$ cat src/rtl/ay_bus_writer.sv
// Queued AY-3-8910/YM2149 register writer: each (reg, val) entry is replayed as an
// address-latch phase then a data-write phase, paced by the AY clock enable.
module ay_bus_writer #(
    parameter int FIFO_AW = 4,
    parameter int HOLD_CE = 1,
    parameter int GAP_CE  = 1
) (
    input  logic       clk,
    input  logic       reset,
    input  logic       ce,
    input  logic       wr_stb,
    input  logic [3:0] wr_reg,
    input  logic [7:0] wr_val,
    input  logic [3:0] rd_reg,
    output logic [7:0] rd_val,
    output logic [1:0] ay_address,
    output logic [7:0] ay_data,
    output logic       ay_wren,
    output logic       busy,
    output logic       full,
    output logic       overflow
);

    localparam int DEPTH = 2 ** FIFO_AW;
    localparam logic [FIFO_AW:0] PTR_ONE = (FIFO_AW + 1)'(1);
    localparam logic [3:0] HOLD_LAST = 4'(HOLD_CE - 1);
    localparam logic [3:0] GAP_LAST  = (GAP_CE > 0) ? 4'(GAP_CE - 1) : 4'd0;
    localparam logic       GAP_ZERO  = (GAP_CE == 0);

    typedef enum logic [2:0] {
        IDLE  = 3'd0,
        LATCH = 3'd1,
        GAP1  = 3'd2,
        WRITE = 3'd3,
        GAP2  = 3'd4
    } state_t;

    state_t            state_r, state_nxt_s;
    logic [3:0]        cnt_r, cnt_nxt_s;
    logic [FIFO_AW:0]  wr_ptr_r, rd_ptr_r;
    logic [11:0]       mem_r [DEPTH];
    logic [11:0]       head_s;
    logic              empty_s, full_s, push_s, pop_s;
    logic [3:0]        hold_reg_r;
    logic [7:0]        hold_val_r;
    logic [7:0]        shadow_r [16];
    logic              shadow_we_s;
    logic              hold_done_s, gap_done_s;
    logic [1:0]        addr_nxt_s, ay_address_r;
    logic [7:0]        data_nxt_s, ay_data_r;
    logic              wren_nxt_s, ay_wren_r;
    logic [7:0]        rd_val_r;
    logic              overflow_r;

    assign empty_s = (wr_ptr_r == rd_ptr_r);
    assign full_s  = (wr_ptr_r[FIFO_AW] != rd_ptr_r[FIFO_AW]) &&
                     (wr_ptr_r[FIFO_AW-1:0] == rd_ptr_r[FIFO_AW-1:0]);
    // Full is judged before any same-clk pop, so a write into a full queue always drops.
    assign push_s  = wr_stb && !full_s;
    assign head_s  = mem_r[rd_ptr_r[FIFO_AW-1:0]];

    assign hold_done_s = ce && (cnt_r == HOLD_LAST);
    assign gap_done_s  = GAP_ZERO || (ce && (cnt_r == GAP_LAST));

    assign rd_val     = rd_val_r;
    assign ay_address = ay_address_r;
    assign ay_data    = ay_data_r;
    assign ay_wren    = ay_wren_r;
    assign busy       = (state_r != IDLE) || !empty_s;
    assign full       = full_s;
    assign overflow   = overflow_r;

    // Queue storage
    always_ff @(posedge clk or posedge reset) begin
        if (reset) begin
            for (int i = 0; i < DEPTH; i++) begin
                mem_r[i] <= 12'h000;
            end
        end else if (push_s) begin
            mem_r[wr_ptr_r[FIFO_AW-1:0]] <= {wr_reg, wr_val};
        end
    end

    // Queue pointers and sticky overflow flag
    always_ff @(posedge clk or posedge reset) begin
        if (reset) begin
            wr_ptr_r   <= '0;
            rd_ptr_r   <= '0;
            overflow_r <= 1'b0;
        end else begin
            if (push_s) begin
                wr_ptr_r <= wr_ptr_r + PTR_ONE;
            end
            if (pop_s) begin
                rd_ptr_r <= rd_ptr_r + PTR_ONE;
            end
            if (wr_stb && full_s) begin
                overflow_r <= 1'b1;
            end
        end
    end

    // FSM state, ce counter, bus outputs and popped entry
    always_ff @(posedge clk or posedge reset) begin
        if (reset) begin
            state_r      <= IDLE;
            cnt_r        <= 4'd0;
            ay_address_r <= 2'b00;
            ay_data_r    <= 8'h00;
            ay_wren_r    <= 1'b0;
            hold_reg_r   <= 4'h0;
            hold_val_r   <= 8'h00;
        end else begin
            state_r      <= state_nxt_s;
            cnt_r        <= cnt_nxt_s;
            ay_address_r <= addr_nxt_s;
            ay_data_r    <= data_nxt_s;
            ay_wren_r    <= wren_nxt_s;
            if (pop_s) begin
                hold_reg_r <= head_s[11:8];
                hold_val_r <= head_s[7:0];
            end
        end
    end

    // Next-state logic; bus outputs only change on the clk that enters a new state
    always_comb begin
        state_nxt_s = state_r;
        cnt_nxt_s   = cnt_r;
        pop_s       = 1'b0;
        shadow_we_s = 1'b0;
        addr_nxt_s  = ay_address_r;
        data_nxt_s  = ay_data_r;
        wren_nxt_s  = ay_wren_r;
        case (state_r)
            IDLE: begin
                if (!empty_s) begin
                    pop_s       = 1'b1;
                    state_nxt_s = LATCH;
                    cnt_nxt_s   = 4'd0;
                    addr_nxt_s  = 2'b01;
                    data_nxt_s  = {4'h0, head_s[11:8]};
                    wren_nxt_s  = 1'b1;
                end else begin
                    state_nxt_s = IDLE;
                end
            end
            LATCH: begin
                if (hold_done_s) begin
                    state_nxt_s = GAP1;
                    cnt_nxt_s   = 4'd0;
                    wren_nxt_s  = 1'b0;
                end else if (ce) begin
                    cnt_nxt_s = cnt_r + 4'd1;
                end else begin
                    cnt_nxt_s = cnt_r;
                end
            end
            GAP1: begin
                if (gap_done_s) begin
                    state_nxt_s = WRITE;
                    cnt_nxt_s   = 4'd0;
                    addr_nxt_s  = 2'b00;
                    data_nxt_s  = hold_val_r;
                    wren_nxt_s  = 1'b1;
                end else if (ce) begin
                    cnt_nxt_s = cnt_r + 4'd1;
                end else begin
                    cnt_nxt_s = cnt_r;
                end
            end
            WRITE: begin
                if (hold_done_s) begin
                    state_nxt_s = GAP2;
                    cnt_nxt_s   = 4'd0;
                    wren_nxt_s  = 1'b0;
                    shadow_we_s = 1'b1;
                end else if (ce) begin
                    cnt_nxt_s = cnt_r + 4'd1;
                end else begin
                    cnt_nxt_s = cnt_r;
                end
            end
            GAP2: begin
                if (gap_done_s) begin
                    cnt_nxt_s = 4'd0;
                    if (!empty_s) begin
                        pop_s       = 1'b1;
                        state_nxt_s = LATCH;
                        addr_nxt_s  = 2'b01;
                        data_nxt_s  = {4'h0, head_s[11:8]};
                        wren_nxt_s  = 1'b1;
                    end else begin
                        state_nxt_s = IDLE;
                    end
                end else if (ce) begin
                    cnt_nxt_s = cnt_r + 4'd1;
                end else begin
                    cnt_nxt_s = cnt_r;
                end
            end
            default: begin
                state_nxt_s = IDLE;
                cnt_nxt_s   = 4'd0;
                wren_nxt_s  = 1'b0;
            end
        endcase
    end

    // Shadow of last value issued per register, plus registered readback
    always_ff @(posedge clk or posedge reset) begin
        if (reset) begin
            for (int i = 0; i < 16; i++) begin
                shadow_r[i] <= 8'h00;
            end
            rd_val_r <= 8'h00;
        end else begin
            if (shadow_we_s) begin
                shadow_r[hold_reg_r] <= hold_val_r;
            end
            rd_val_r <= shadow_r[rd_reg];
        end
    end

endmodule

$ cat config.mk
export PLATFORM = sky130hd
export DESIGN_NAME = ay_bus_writer
export DESIGN_NICKNAME = d
export VERILOG_FILES = /design/src/rtl/ay_bus_writer.sv
export SDC_FILE = /design/constraint.sdc
export NUM_CORES = 1
export LEC_CHECK = 0
export ABC_AREA = 1
export CORE_UTILIZATION = 30
export DETAILED_ROUTE_END_ITERATION = 8
export GPL_TIMING_DRIVEN = 0
export PLACE_DENSITY = 0.51
export SYNTH_ARGS = -nofsm -noshare
export SYNTH_HDL_FRONTEND = slang
export SYNTH_SLANG_ARGS = --single-unit
$ cat constraint.sdc
create_clock -name clk -period 17.7 [get_ports clk]
set_input_delay 3.54 -clock clk [delete_from_list [all_inputs] [get_ports clk]]
set_output_delay 3.54 -clock clk [all_outputs]
set_load 0.02 [all_outputs]
== After elaboration in Yosys (flattened, before gate mapping) ==
Cells that the tools add are included.

* Register bits after elaboration: 369
* Bits of input ports: 20
* Output and inout bits: 22
* Logic and storage cells: 129

* Add/subtract/negate cells: 3
* Magnitude comparators: 6
* Equality and inequality tests: 14
* Muxes and demuxes: 40
* Bitwise logic cells: 4
* Reduce and logical (&&, ||, !) cells: 19

{| class="wikitable"
|+ Operator list
! cell !! number
|-
| bitwise mux 192 bit || 1
|-
| bitwise mux 128 bit || 1
|-
| binary-select mux 12 bit (select 4 bit) || 1
|-
| demux 12 bit (select 4 bit) || 1
|-
| 2-to-1 mux 8 bit || 6
|-
| 2-to-1 mux 12 bit || 3
|-
| binary-select mux 8 bit (select 4 bit) || 1
|-
| demux 8 bit (select 4 bit) || 1
|-
| case mux 8 bit (3 select lines) || 1
|-
| greater-or-equal comparator 5 bit (second input constant) || 4
|-
| NOT 4 -> 5 bit || 4
|-
| case mux 3 bit (5 select lines) || 1
|-
| 2-to-1 mux 3 bit || 4
|-
| 2-to-1 mux 4 bit || 3
|-
| adder 5 x 1 -> 5 bit (second input constant) || 2
|-
| < comparator 5 x 1 -> 1 bit (second input constant) || 2
|-
| != test 2 bit (second input constant) || 5
|-
| 2-to-1 mux 1 bit || 9
|-
| case mux 4 bit (2 select lines) || 1
|-
| == test 3 x 2 -> 1 bit (second input constant) || 2
|-
| logical AND 1 bit || 6
|-
| 2-to-1 mux 2 bit || 3
|-
| case mux 2 bit (3 select lines) || 1
|-
| AND reduction 3 bit || 2
|-
| 19 further kinds || 21
|}

== Logic depth before layout (Yosys ltp) ==
* Depth after elaboration: 7
* Gate-level depth with buffers: 13
* Mapped depth without buffers: 11

== Least setup slack after synthesis ==
No wires, ideal clock.

* Kind: register to output
* From: register rd_ptr_r[1]
* To: output port busy
* Arrival time: 1.195 ns
* Required time: 14.160 ns
* Path slack: 12.965 ns
* Cell stages (with the launch flop): 8
* Cells stage by stage: dfrtp_1 -> buf_2 -> nand2_1 -> nand2_1 -> nor2_1 -> nand3_1 -> nor2_1 -> nand2_1

* Longest elaborated chain between the ends: 3

{| class="wikitable"
|+ Ends and longest elaborated chain
! item !! line !! RTL
|-
| start: declaration || 40 || <nowiki>logic [FIFO_AW:0] wr_ptr_r, rd_ptr_r;</nowiki>
|-
| start signal: assignment || 95 || <nowiki>rd_ptr_r <= rd_ptr_r + PTR_ONE;</nowiki>
|-
| == test 5 bit || 55 || <nowiki>assign empty_s = (wr_ptr_r == rd_ptr_r);</nowiki>
|-
| logical NOT 1 bit || - ||
|-
| logical OR 1 bit || 69 || <nowiki>assign busy = (state_r != IDLE) || !empty_s;</nowiki>
|-
| end: declaration || 19 || <nowiki>output logic busy,</nowiki>
|}

No other way between the ends.

== Worst setup path in the final report ==
Same ends and word-level chain as after synthesis.

==> summary.md <==
| Metric | Value |
|---|---|
| Routed Wire Length | roughly 60000 um |
| WL per Instance | 19.22 um |
| Worst-margin pin slew | 997.7 ps |
| Area grow syn2layout | 15.78% |
| GRT met1 Usage | 0.2827 |
| Rel. slew slack | 0.3348 |
| Net Count, Synth | approximately 2300 |
| Antenna violations before repair | 0 |
| PortBufs | 25 |
| Setup Buffers After CTS | 0 |
| Critical Path RT | ~14000 ps |
| GR Util met2 | 0.3289 |
| DP HPWL | 42240 um |
| Initial core utilization | 0.3056 |
| Synth async-reset ratio | 1.000 |
| Root Driver | clkbuf_16 |
| Vias in the first global route | around 16000 |
| Vias | 15910 |
| Clk_lat worst skew | 590 ps |
| Post-synth EDFFs | 0 |
| GRT overflow | 0 |
| CTS tree | done |
| Global Route Usage Sum | 0.2051 |
| Die Wd | 245.1 um |
| Synthesized area | 0.01773 sq mm |
| Num CTS Buffers | 44 |
| Filler cell count | 6125 |
| First-pass GRT wire length | 94570 um |
| Std-Cell Rows | 88 |
| Fin crit share | 0.3561 |
| # IOs | 42 |
| Hold Slack | 454.9 ps |
| RSZ-0062 raised after global routing | no |
| Status | complete, no violations |
| Nets@finish | 2376 |
| Largest net degree at the start of global routing | 102 |
| Die height | around 250 um |
| Setup violators final | 0 |
| Register area share after synthesis | 0.5193 |
| Clock skew | approximately 30 ps |
| Core area | ~0.058 sq mm |
| Longest Clk Path Bufs | 3 |
| Initial drt markers | approximately 1900 |
| Top_reg_cell synth | dfrtp_1 |
| Die area | 0.06008 sq mm |
| CP max FO | 10 |
| Achievable frequency | roughly 0.16 GHz |
| Mean Syn Cell Area | between 7 and 8 sq um |
| Post-synth cell types | 30 |
| Max IR drop VDD | 87.90 uV |
| Routability Congestion | 0.8772 |
| Fin. Hold Viols | 0 |
| CTS Sinks | around 370 |
| Synth warn | 0 |
| Clock-pin slew on the worst setup and hold paths | roughly 60 ps |
| # hold bufs at CTS | 0 |
| Synth Instances | about 2300 |
| HP Class | reg -> reg |
| Crit start category | flip-flop |
| Leak Pwr | ~10 nW |
| Worst Setup End Kind | primary output |
| Setup_tns | 0 ps |
| Post-cts sizing count | 0 |
| Detailed Routing Iterations Pass 1 | 6 |
| Max-Cap Viols | 0 |
| DP Cell Count | around 3000 |
| Commonest non-fill, non-tap cells in the layout | nand2_1 (730), dfrtp_1 (368), nand3_1 (270) |
| PwrDens | 183.0 mW/mm^2 |
| Met3 usage | 0.03630 |
| Htree depth | 2 |
| Fin cells | between 3000 and 4000 |
| Worst Path Arrival | 2760 ps |
| # diodes | 0 |
| Layout cells sized above 1 | 0.07443 |
| Post-DR vias/cell | 5.063 |
| Remaining antenna violation count | 0 |
| Final Max Tran Viols | 0 |
| Fin crit period | 6303 ps |
| Critical path class | reg -> out |
| # DRC | 0 |
| Commonest non-fill, non-tap cell in the layout | nand2_1 |
| GRT Max-Usage Layer | met2 |
| Register bit total from synthesis | 368 |
==> worst paths after layout <==
check,start,to,slack [ps],cells after the start
worst min-delay path,overflow$_DFFE_PP0P_,overflow$_DFFE_PP0P_,450,1
max in group asynchronous,reset,shadow_r[53]$_DFFE_PP0P_,12910,4
worst max-delay path,rd_ptr_r[1]$_DFFE_PP0P_,busy,11400,8
min in group asynchronous,reset,overflow$_DFFE_PP0P_,3440,2
worst max register to register,rd_ptr_r[0]$_DFFE_PP0P_,hold_val_r[2]$_DFFE_PP0P_,15360,10
worst min register to register,overflow$_DFFE_PP0P_,overflow$_DFFE_PP0P_,450,1
==> cell type report <==
class                           instances  area, sq um  area share
Sequential cell                       368         9209      0.4486
Multi-Input combinational cell       1639         7323      0.3567
Clock buffer                           64         1296     0.06314
Tap cell                              765        957.2     0.04662
Buffer                                170        832.0     0.04053
Inverter                               98        375.4     0.01828
Timing Repair Buffer                   28        332.8     0.01621
Clock inverter                         11        203.9    0.009934
==> flip-flops by register name, summed over array words and instances, names as in the netlist <==
signal,count
overflow,1
ay_data,8
hold_val_r,8
cnt_r,4
ay_wren,1
rd_ptr_r,5
shadow_r,128
wr_ptr_r,5
rd_val,8
mem_r,192
ay_address,1
hold_reg_r,4
state_r,3
==> per-layer routing <==
metal  up-vias  share of wire
met4         0          0.025
li1       7484              -
met1      7792           0.46
met2       543           0.46
met3        94          0.060
met5         -              0
==> through the flow <==
stage | utilization | instance area (sq um) | setup slack [ps] | total power, mW
3_5_place_dp | 0.3280 | 19030 | 11980 | 2.800
3_3_place_gp | 0.3264 | 18940 | -1081 | 2.777
5_1_grt | 0.3538 | 20530 | 11210 | 4.033
6_report | 0.3538 | 20530 | 11400 | 3.757
4_1_cts | 0.3538 | 20530 | 11330 | 3.766
2_1_floorplan | - | 17730 | 3943 | 2.273
==> power breakdown <==
part           switching [mW]  internal (mW)  leakage, nW
Sequential              0.201           1.19         4.79
Combinational           0.990          0.430         4.51
Clock                   0.370          0.579        0.734
==> synthesized netlist by cell type, types with 2 or more instances <==
master	number	area [sq um]
o21ai_1	35	175.2
a21oi_1	10	50.05
buf_4	19	142.6
nor2_1	234	878.3
nand3_2	2	20.02
buf_6	10	112.6
nand3_1	270	1351
inv_1	91	341.6
buf_1	22	82.58
nand4_2	4	50.05
nand2_1	730	2740
buf_2	38	190.2
clkbuf_1	81	304.0
nor3_4	3	48.80
o211ai_1	49	367.9
inv_2	7	26.28
dfrtp_1	368	9209
xnor2_1	3	26.28
xor2_1	7	61.31
ha_1	7	87.58
nand2_2	20	125.1
o21ai_0	257	1286
==> worst max-delay path, stage by stage (launching register included) <==
cell	delay, ps
dfrtp_1	410
buf_2	230
nand2_1	110
nand2_1	50
nor2_1	280
nand3_1	210
nor2_1	120
nand2_1	150
clkdlybuf4s50_1	610
==> cell families after synthesis <==
group / share of synthesized area
buffers and inverters: 0.06767
AND/OR/NAND/NOR: 0.2961
XOR/XNOR: 0.004940
other: 0.0002115
AO/OA/AOI/OAI: 0.1068
adder cells (fa/ha/maj): 0.004939
flip-flops: 0.5193
No activity file was read; power rests on OpenSTA's default activity.
